File: src/rtl/pipo_fifo_pkg.sv
// pipo_fifo_pkg: shared defaults and width helpers for the pipo_fifo slice.
//   DEFAULT_WIDTH / DEFAULT_DEPTH : default data width and storage depth
//   ptr_width(depth)              : bits needed for a wrapping pointer
//   cnt_width(depth)              : bits needed for an occupancy count 0..depth
package pipo_fifo_pkg;

  localparam int DEFAULT_WIDTH = 8;
  localparam int DEFAULT_DEPTH = 4;

  // Pointer width; depth is a power of two >= 2, so clog2 is exact.
  function automatic int ptr_width(input int depth);
    return (depth > 1) ? $clog2(depth) : 1;
  endfunction

  // One extra bit so the count can represent "depth" itself (full).
  function automatic int cnt_width(input int depth);
    return ptr_width(depth) + 1;
  endfunction

endpackage

File: src/rtl/fifo_ptr.sv
// fifo_ptr: clog2(Depth)-bit wrapping pointer with increment enable and
// synchronous clear.
//   clk_i  : clock
//   rst_i  : asynchronous active-high reset (pointer -> 0)
//   clr_i  : synchronous clear, wins over inc_i
//   inc_i  : advance pointer by one, wrapping Depth-1 -> 0
//   ptr_o  : current pointer value
module fifo_ptr
  import pipo_fifo_pkg::*;
#(
  parameter int Depth = DEFAULT_DEPTH
) (
  input  logic                        clk_i,
  input  logic                        rst_i,
  input  logic                        clr_i,
  input  logic                        inc_i,
  output logic [ptr_width(Depth)-1:0] ptr_o
);

  localparam int PW = ptr_width(Depth);

  logic [PW-1:0] ptr_d;
  logic [PW-1:0] ptr_q;

  // Next pointer: Depth is a power of two, so natural overflow is the wrap.
  always_comb begin
    ptr_d = ptr_q;
    if (clr_i) begin
      ptr_d = {PW{1'b0}};
    end else if (inc_i) begin
      ptr_d = ptr_q + {{(PW-1){1'b0}}, 1'b1};
    end else begin
      ptr_d = ptr_q;
    end
  end

  // Pointer register.
  always_ff @(posedge clk_i or posedge rst_i) begin
    if (rst_i) begin
      ptr_q <= {PW{1'b0}};
    end else begin
      ptr_q <= ptr_d;
    end
  end

  assign ptr_o = ptr_q;

endmodule

File: src/rtl/pipo_fifo.sv
// pipo_fifo: synchronous show-ahead FIFO with sticky overflow/underflow flags.
//   clk_i   : clock (rising edge)
//   rst_i   : asynchronous active-high reset
//   clr_i   : synchronous flush, overrides wr_i/rd_i
//   wr_i    : write request, din_i sampled when accepted
//   din_i   : write data
//   rd_i    : read request, pops the head word
//   dout_o  : head word, zero while empty
//   empty_o : no words stored
//   full_o  : Depth words stored
//   count_o : number of stored words 0..Depth
//   ovf_o   : sticky, write attempted while full without a read
//   udf_o   : sticky, read attempted while empty
module pipo_fifo
  import pipo_fifo_pkg::*;
#(
  parameter int Width = DEFAULT_WIDTH,
  parameter int Depth = DEFAULT_DEPTH
) (
  input  logic                        clk_i,
  input  logic                        rst_i,
  input  logic                        clr_i,
  input  logic                        wr_i,
  input  logic [Width-1:0]            din_i,
  input  logic                        rd_i,
  output logic [Width-1:0]            dout_o,
  output logic                        empty_o,
  output logic                        full_o,
  output logic [cnt_width(Depth)-1:0] count_o,
  output logic                        ovf_o,
  output logic                        udf_o
);

  localparam int PW = ptr_width(Depth);
  localparam int CW = cnt_width(Depth);

  logic [PW-1:0]    wr_ptr_s;
  logic [PW-1:0]    rd_ptr_s;
  logic             wr_acc_s;
  logic             rd_acc_s;
  logic             empty_s;
  logic             full_s;
  logic [CW-1:0]    count_d;
  logic [CW-1:0]    count_q;
  logic             ovf_d;
  logic             ovf_q;
  logic             udf_d;
  logic             udf_q;
  logic [Width-1:0] mem_q [Depth];

  // Flags come only from the registered count, never from the inputs.
  assign empty_s = (count_q == CW'(0));
  assign full_s  = (count_q == CW'(Depth));

  // Acceptance: a read frees a slot in the same cycle, so a full FIFO
  // still accepts a write paired with a read.
  always_comb begin
    wr_acc_s = 1'b0;
    rd_acc_s = 1'b0;
    if (clr_i) begin
      wr_acc_s = 1'b0;
      rd_acc_s = 1'b0;
    end else begin
      rd_acc_s = rd_i & ~empty_s;
      wr_acc_s = wr_i & (~full_s | rd_i);
    end
  end

  // Next count and sticky error flags.
  always_comb begin
    count_d = count_q;
    ovf_d   = ovf_q;
    udf_d   = udf_q;
    if (clr_i) begin
      count_d = {CW{1'b0}};
      ovf_d   = 1'b0;
      udf_d   = 1'b0;
    end else begin
      case ({wr_acc_s, rd_acc_s})
        2'b10:   count_d = count_q + CW'(1);
        2'b01:   count_d = count_q - CW'(1);
        default: count_d = count_q;
      endcase
      if (wr_i & full_s & ~rd_i) begin
        ovf_d = 1'b1;
      end else begin
        ovf_d = ovf_q;
      end
      if (rd_i & empty_s) begin
        udf_d = 1'b1;
      end else begin
        udf_d = udf_q;
      end
    end
  end

  // Count and flag registers.
  always_ff @(posedge clk_i or posedge rst_i) begin
    if (rst_i) begin
      count_q <= {CW{1'b0}};
      ovf_q   <= 1'b0;
      udf_q   <= 1'b0;
    end else begin
      count_q <= count_d;
      ovf_q   <= ovf_d;
      udf_q   <= udf_d;
    end
  end

  // Storage array; deliberately unreset so it can map onto RAM/register files.
  always_ff @(posedge clk_i) begin
    if (wr_acc_s) begin
      mem_q[wr_ptr_s] <= din_i;
    end
  end

  fifo_ptr #(.Depth(Depth)) u_wr_ptr (
    .clk_i (clk_i),
    .rst_i (rst_i),
    .clr_i (clr_i),
    .inc_i (wr_acc_s),
    .ptr_o (wr_ptr_s)
  );

  fifo_ptr #(.Depth(Depth)) u_rd_ptr (
    .clk_i (clk_i),
    .rst_i (rst_i),
    .clr_i (clr_i),
    .inc_i (rd_acc_s),
    .ptr_o (rd_ptr_s)
  );

  // Masking with empty keeps uninitialised storage off the output.
  assign dout_o  = empty_s ? {Width{1'b0}} : mem_q[rd_ptr_s];
  assign empty_o = empty_s;
  assign full_o  = full_s;
  assign count_o = count_q;
  assign ovf_o   = ovf_q;
  assign udf_o   = udf_q;

endmodule

File: config.mk
export PLATFORM = sky130hd
export DESIGN_NAME = pipo_fifo
export DESIGN_NICKNAME = d
export VERILOG_FILES = /design/src/rtl/pipo_fifo_pkg.sv /design/src/rtl/fifo_ptr.sv /design/src/rtl/pipo_fifo.sv
export SDC_FILE = /design/constraint.sdc
export NUM_CORES = 1
export LEC_CHECK = 0
export ABC_AREA = 1
export CAP_MARGIN = 0
export CORE_UTILIZATION = 48
export DETAILED_ROUTE_END_ITERATION = 7
export GPL_TIMING_DRIVEN = 0
export PLACE_DENSITY = 0.75
export SLEW_MARGIN = 20
export SYNTH_ARGS = -nofsm -noshare
export SYNTH_HDL_FRONTEND = slang
export SYNTH_SLANG_ARGS = --single-unit
File: constraint.sdc
create_clock -name clk_i -period 1.76 [get_ports clk_i]
set_input_delay 0.264 -clock clk_i [delete_from_list [all_inputs] [get_ports clk_i]]
set_output_delay 0.264 -clock clk_i [all_outputs]
set_load 0.05 [all_outputs]
==> results of run 1 <==
==> state kept, by name, summed over array words and instances, names as in the netlist <==
register and count:
u_wr_ptr.ptr_o 2, ovf_o 1, mem_q 32, count_o 3, u_rd_ptr.ptr_o 2, udf_o 1
==> layout make-up <==
cell class / instances / area, sq um
timing repair buffer: 43 / 425
inverter: 18 / 82.6
sequential: 41 / 1190
tap: 48 / 60.1
buffer: 4 / 53.8
clock buffer: 5 / 68.8
multi-input combinational: 106 / 774
clock inverter: 3 / 17.5
fill: 230 / 988
==> power groups by stage <==
stage	sequential [W]	combinational, W	clock, W
finish	0.00114	0.00144	0.000588
global route	0.00115	0.00152	0.000647
global placement	0.00117	0.00112	0
floorplan	0.00124	0.000753	0
detailed placement	0.00117	0.00115	0
CTS	0.00114	0.00136	0.000601
==> what timing repair did <==
item | 4_1_cts | 5_1_grt
resized for setup | 104 | 24
setup buffers | 9 | 5
gates cloned | 2 | 0
pin swaps | 14 | 24
setup endpoints to repair | 46 | 43
endpoints found under the hold margin | 0 | 0
==> final timing paths <==
path,startpoint,to,slack [ps],cells after the start
min in group clk_i,udf_o,udf_o,510,1
max in group asynchronous,rst_i,count_o[1],1240,2
setup / recovery,u_rd_ptr.ptr_o[0],dout_o[1],-80,7
hold / removal,rst_i,u_rd_ptr.ptr_o[0],230,2
setup reg to reg,count_o[1],count_o[2],-50,13
hold reg to reg,udf_o,udf_o,510,1
==> cells in the final DEF (no fill, tap or decap), drive strengths merged <==
cell,instances
nand3,9
ha,4
xnor2,1
dfrtp,9
o21a,1
nor3,1
clkbuf,6
clkinv,4
nand2,17
clkinvlp,1
o21ai,20
nor2,40
inv,16
a21oi,12
clkdlybuf4s50,13
edfxtp,32
fa,1
buf,29
dlygate4sd2,4
==> layer usage <==
layer / share of wire / vias to the layer above / track usage
met4: 0.012 / 0 / 0.102
met3: 0.043 / 4 / 0.0518
li1: - / 670 / -
met1: 0.40 / 719 / 0.265
met5: 0 / - / 0
met2: 0.55 / 45 / 0.415
==> logic make-up after synthesis <==
family,Yosys count,synth area share
DFF,41,0.647
adders and majority gates,5,0.0382
AOI/OAI and AO/OA,33,0.0955
xor gates and xnor gates,1,0.00478
and+or+nand+nor,67,0.167
buffers and inverters,22,0.0477
==> stage by stage <==
| step | instance area, sq um | utilization |
|---|---|---|
| 6_report | 2670 | 0.730 |
| 5_1_grt | 2670 | 0.730 |
| 4_1_cts | 2550 | 0.695 |
| 3_5_place_dp | 2280 | 0.624 |
| 3_3_place_gp | 2280 | 0.624 |
| 2_1_floorplan | 1950 | - |
==> results.cfg, run 1 <==
[outcome]
status = finished with violations
violations = setup timing

[final_layout]
final_cells = 268
layout.nets = 237
num_antenna_cells = 0
synthToLayoutAreaGrowth_pct = 45.7
drive_above_1_share = 0.414

[power]
peakVddDrop_v = 0.000590
power_w = 0.00317
comb_power_share = 0.455
p_leak_nw = 1.04
p_sw_w = 0.00126
swShare = 0.397
power.internal_w = 0.00191
clockPowerShare = 0.185
powerDensity_mw_per_mm2 = 1190
power_frac_seq = 0.360

[sta]
finalHoldViolations = 0
fin_ws_ps = -77.9
fmax_mhz = 544
setup_violations = 41
whs_ps = 228
fin_skew_ps = 9.50
setup_tns_ps = -1920
rsz0062_at_grt = yes
slew_headroom = 0.667
slew_violations = 0
min_period_ps = 1840
period_share = 1.04
worst_pin_slew_ps = 499

[worst_setup_path]
cp.required_ps = 1500
cp_slowest_cell = dfrtp_1
cp-end-kind = primary output
max_stage_delay_ps = 380
worst-path-buf-inv = 3
path_class = flip-flop to primary output
worstPathMaxFanout = 5
crit_family = buffers and inverters
cp.arrival_ps = 1570
crit_chain = buf_6, buf_16, nor2_1, nor2_1, o21ai_2, a21oi_4, buf_6
cp-start-kind = flip-flop

[clock_tree]
holdBufCountCts = 0
clkTransAtPathRegs_ps = 80
cts_buffers = 5
cts_root_buf = clkbuf_8
cts.sinks = 41
insertion_delay_ps = 290
clock_path_buffers = 2
cts_tree = done
htreeDepth = 2

[die]
start_util = 0.501
dieArea_sq_mm = 0.00407
die_width_microns = 63.8
io_pins = 28
rows = 22
coreArea_sq_mm = 0.00366
die_height_microns = 63.8

[grt]
grt_pass1_vias = 1392
antenna_found_initial = 0
grt_start_max_net_pins = 14
track_usage = 0.233
overflow = 0
grt_pass1_wl_microns = 6830

[placed_design]
globalplace.congestion = 0.759
io_buffers = 27
place_ws_ps = -684
placed_cells = 244
dp_hpwl_microns = 2590

[detailed_routing]
ant_nets = 0
wirelength_microns = 4300
drt_iter0_drc = 60
dr.pass1.iters = 4
wire_per_inst_microns = 16.0
drc = 0
vias_per_cell = 5.37
routed-via-count = 1438

[synth]
ys_ff_latch = 41
syn-num-nets = 187
synth_area_sq_mm = 0.00183
ys_warn_count = 0
synth_most_common_cell = nor2_1
synth_area_leader_cell = edfxtp_1
seq_area_frac_synth = 0.647
synth_edf_count = 32
synth_area_leaders = edfxtp_1 52%, dfrtp_1 12%, nor2_1 7.8%
yosys.area.top_type_share = 0.524
synth-async-reset-ratio = 0.220
ys_types = 21
postSynthAreaPerCell_sq_um = 10.9
synth_top_flop_cell = edfxtp_1
postSynthCellCount = 169
synth_common_cells = 38 x nor2_1, 32 x edfxtp_1, 19 x o21ai_0

[worst_hold_path]
hold_class = input port to async pin

[flow_run]
cap_violations = 0
Power figures use the tool's default switching activity.
==> run 2: changes to the inputs <==
--- a/config.mk
+++ b/config.mk
@@ -11,6 +11,7 @@
 export DETAILED_ROUTE_END_ITERATION = 7
 export GPL_TIMING_DRIVEN = 0
 export PLACE_DENSITY = 0.75
+export REMOVE_ABC_BUFFERS = 1
 export SLEW_MARGIN = 20
 export SYNTH_ARGS = -nofsm -noshare
 export SYNTH_HDL_FRONTEND = slang
==> run 2 against run 1 <==
Against the previous run: the run still ends with setup timing left; worst setup slack better by 28 ps; sequential share of layout area increased by 4.9 points; maximum frequency up 1.6%; cell area down 9.6%; worst hold slack about the same; count of clock-buffer cells in the layout unchanged; combinational power is 22% lower; cell count is 2.2% lower; critical path depth is 2 lower; register-to-register slack barely moved; clock skew is 1.3 ps lower; largest power group is now registers; sequential cell count unchanged.
==> results.cfg, run 2 (same netlist as run 1, synthesis figures left out) <==
[final_layout]
num_antenna_cells = 0
fillers = 252
layout_common_cells = 32 x edfxtp_1, 30 x nor2_1, 18 x buf_4
layout.nets = 231
final_cells = 262
drive_above_1_share = 0.285
largest_register_ffs = 32
top_register = mem_q
final_common_cell = edfxtp_1
synthToLayoutAreaGrowth_pct = 31.7

[detailed_routing]
wire_per_inst_microns = 14.2
routed-via-count = 1350
ant_nets = 0
wirelength_microns = 3710
drc = 0
drt_iter0_drc = 78
vias_per_cell = 5.15
dr.pass1.iters = 4

[grt]
grt_start_max_net_pins = 14
grt_pass1_vias = 1327
overflow = 0
track_usage = 0.198
grt_pass1_wl_microns = 5940
antenna_found_initial = 0

[sta]
finalHoldViolations = 0
period_share = 1.03
setup_violations = 2
fin_ws_ps = -49.6
min_period_ps = 1810
fmax_mhz = 553
rsz0062_at_grt = yes
fin_skew_ps = 8.19
worst_pin_slew_ps = 513
slew_headroom = 0.657
slew_violations = 0
setup_tns_ps = -90.0
whs_ps = 228

[power]
comb_power_share = 0.394
p_leak_nw = 0.968
power.internal_w = 0.00177
peakVddDrop_v = 0.000658
power_w = 0.00288
clockPowerShare = 0.205
powerDensity_mw_per_mm2 = 1190
p_sw_w = 0.00111
power_frac_seq = 0.401
swShare = 0.386

[flow_run]
cap_violations = 0

[worst_setup_path]
cp.required_ps = 1500
cp.arrival_ps = 1550
cp-end-kind = primary output
worstPathMaxFanout = 7
path_class = flip-flop to primary output
cp-start-kind = flip-flop

[die]
io_pins = 28
start_util = 0.501
dieArea_sq_mm = 0.00407
coreArea_sq_mm = 0.00366
rows = 22
die_width_microns = 63.8
die_height_microns = 63.8

[placed_design]
io_buffers = 27
dp_hpwl_microns = 2230
placed_cells = 240
place_ws_ps = -786
globalplace.congestion = 0.826

[clock_tree]
clkTransAtPathRegs_ps = 80
cts_buffers = 5
cts_tree = done
cts_root_buf = clkbuf_8
cts.sinks = 41
clock_path_buffers = 2
htreeDepth = 2
insertion_delay_ps = 290

[worst_hold_path]
hold_class = input port to async pin

[outcome]
violations = setup timing
status = finished with violations
[run 2: final cells by class]
cell class	instances	area, sq um	area share
Inverter	18	78.8	0.0326
Timing Repair Buffer	41	382	0.158
Clock inverter	3	17.5	0.00725
Tap cell	48	60.1	0.0249
Sequential cell	41	1190	0.494
Clock buffer	5	68.8	0.0285
Multi-Input combinational cell	106	616	0.255
[run 2: power by group through the flow]
stage | clock network (W) | logic, W | registers (W)
floorplan | 0 | 0.000579 | 0.00125
global placement | 0 | 0.000935 | 0.00119
detailed placement | 0 | 0.000953 | 0.00120
CTS | 0.000606 | 0.00106 | 0.00115
global route | 0.000628 | 0.00121 | 0.00116
finish | 0.000591 | 0.00113 | 0.00115
[run 2: routing by layer]
metal	wire length, microns	GRT usage	vias up
met5	0	0	-
met4	109	0.105	0
met3	189	0.0375	11
met2	1890	0.343	40
met1	1520	0.233	645
li1	-	-	654
[run 2: final timing paths]
check	startpoint	to	slack (ps)	depth (start not counted)
worst min register to register	udf_o	udf_o	510	1
max in group asynchronous	rst_i	u_rd_ptr.ptr_o[1]	1240	2
worst min-delay path	rst_i	u_wr_ptr.ptr_o[0]	230	2
min in group clk_i	rd_i	ovf_o	490	4
worst max register to register	count_o[1]	count_o[2]	-40	13
worst max-delay path	u_rd_ptr.ptr_o[0]	dout_o[3]	-50	5
[run 2: stage by stage]
stage	utilization	area, sq um
2_1_floorplan	-	1810
3_3_place_gp	0.586	2140
3_5_place_dp	0.586	2140
4_1_cts	0.646	2360
5_1_grt	0.660	2410
6_report	0.660	2410
[run 2: critical path: stages (launching register included)]
cell,delay [ps]
dfrtp_2,460
clkinvlp_4,130
buf_4,170
o21ai_0,200
a21oi_1,100
buf_4,200
[run 2: repair_timing]
| action | CTS | global route |
|---|---|---|
| endpoints found under the setup margin | 46 | 42 |
| hold buffers | 0 | 0 |
| pin swaps | 4 | 12 |
| setup buffers | 11 | 3 |
| gates resized for setup | 80 | 23 |
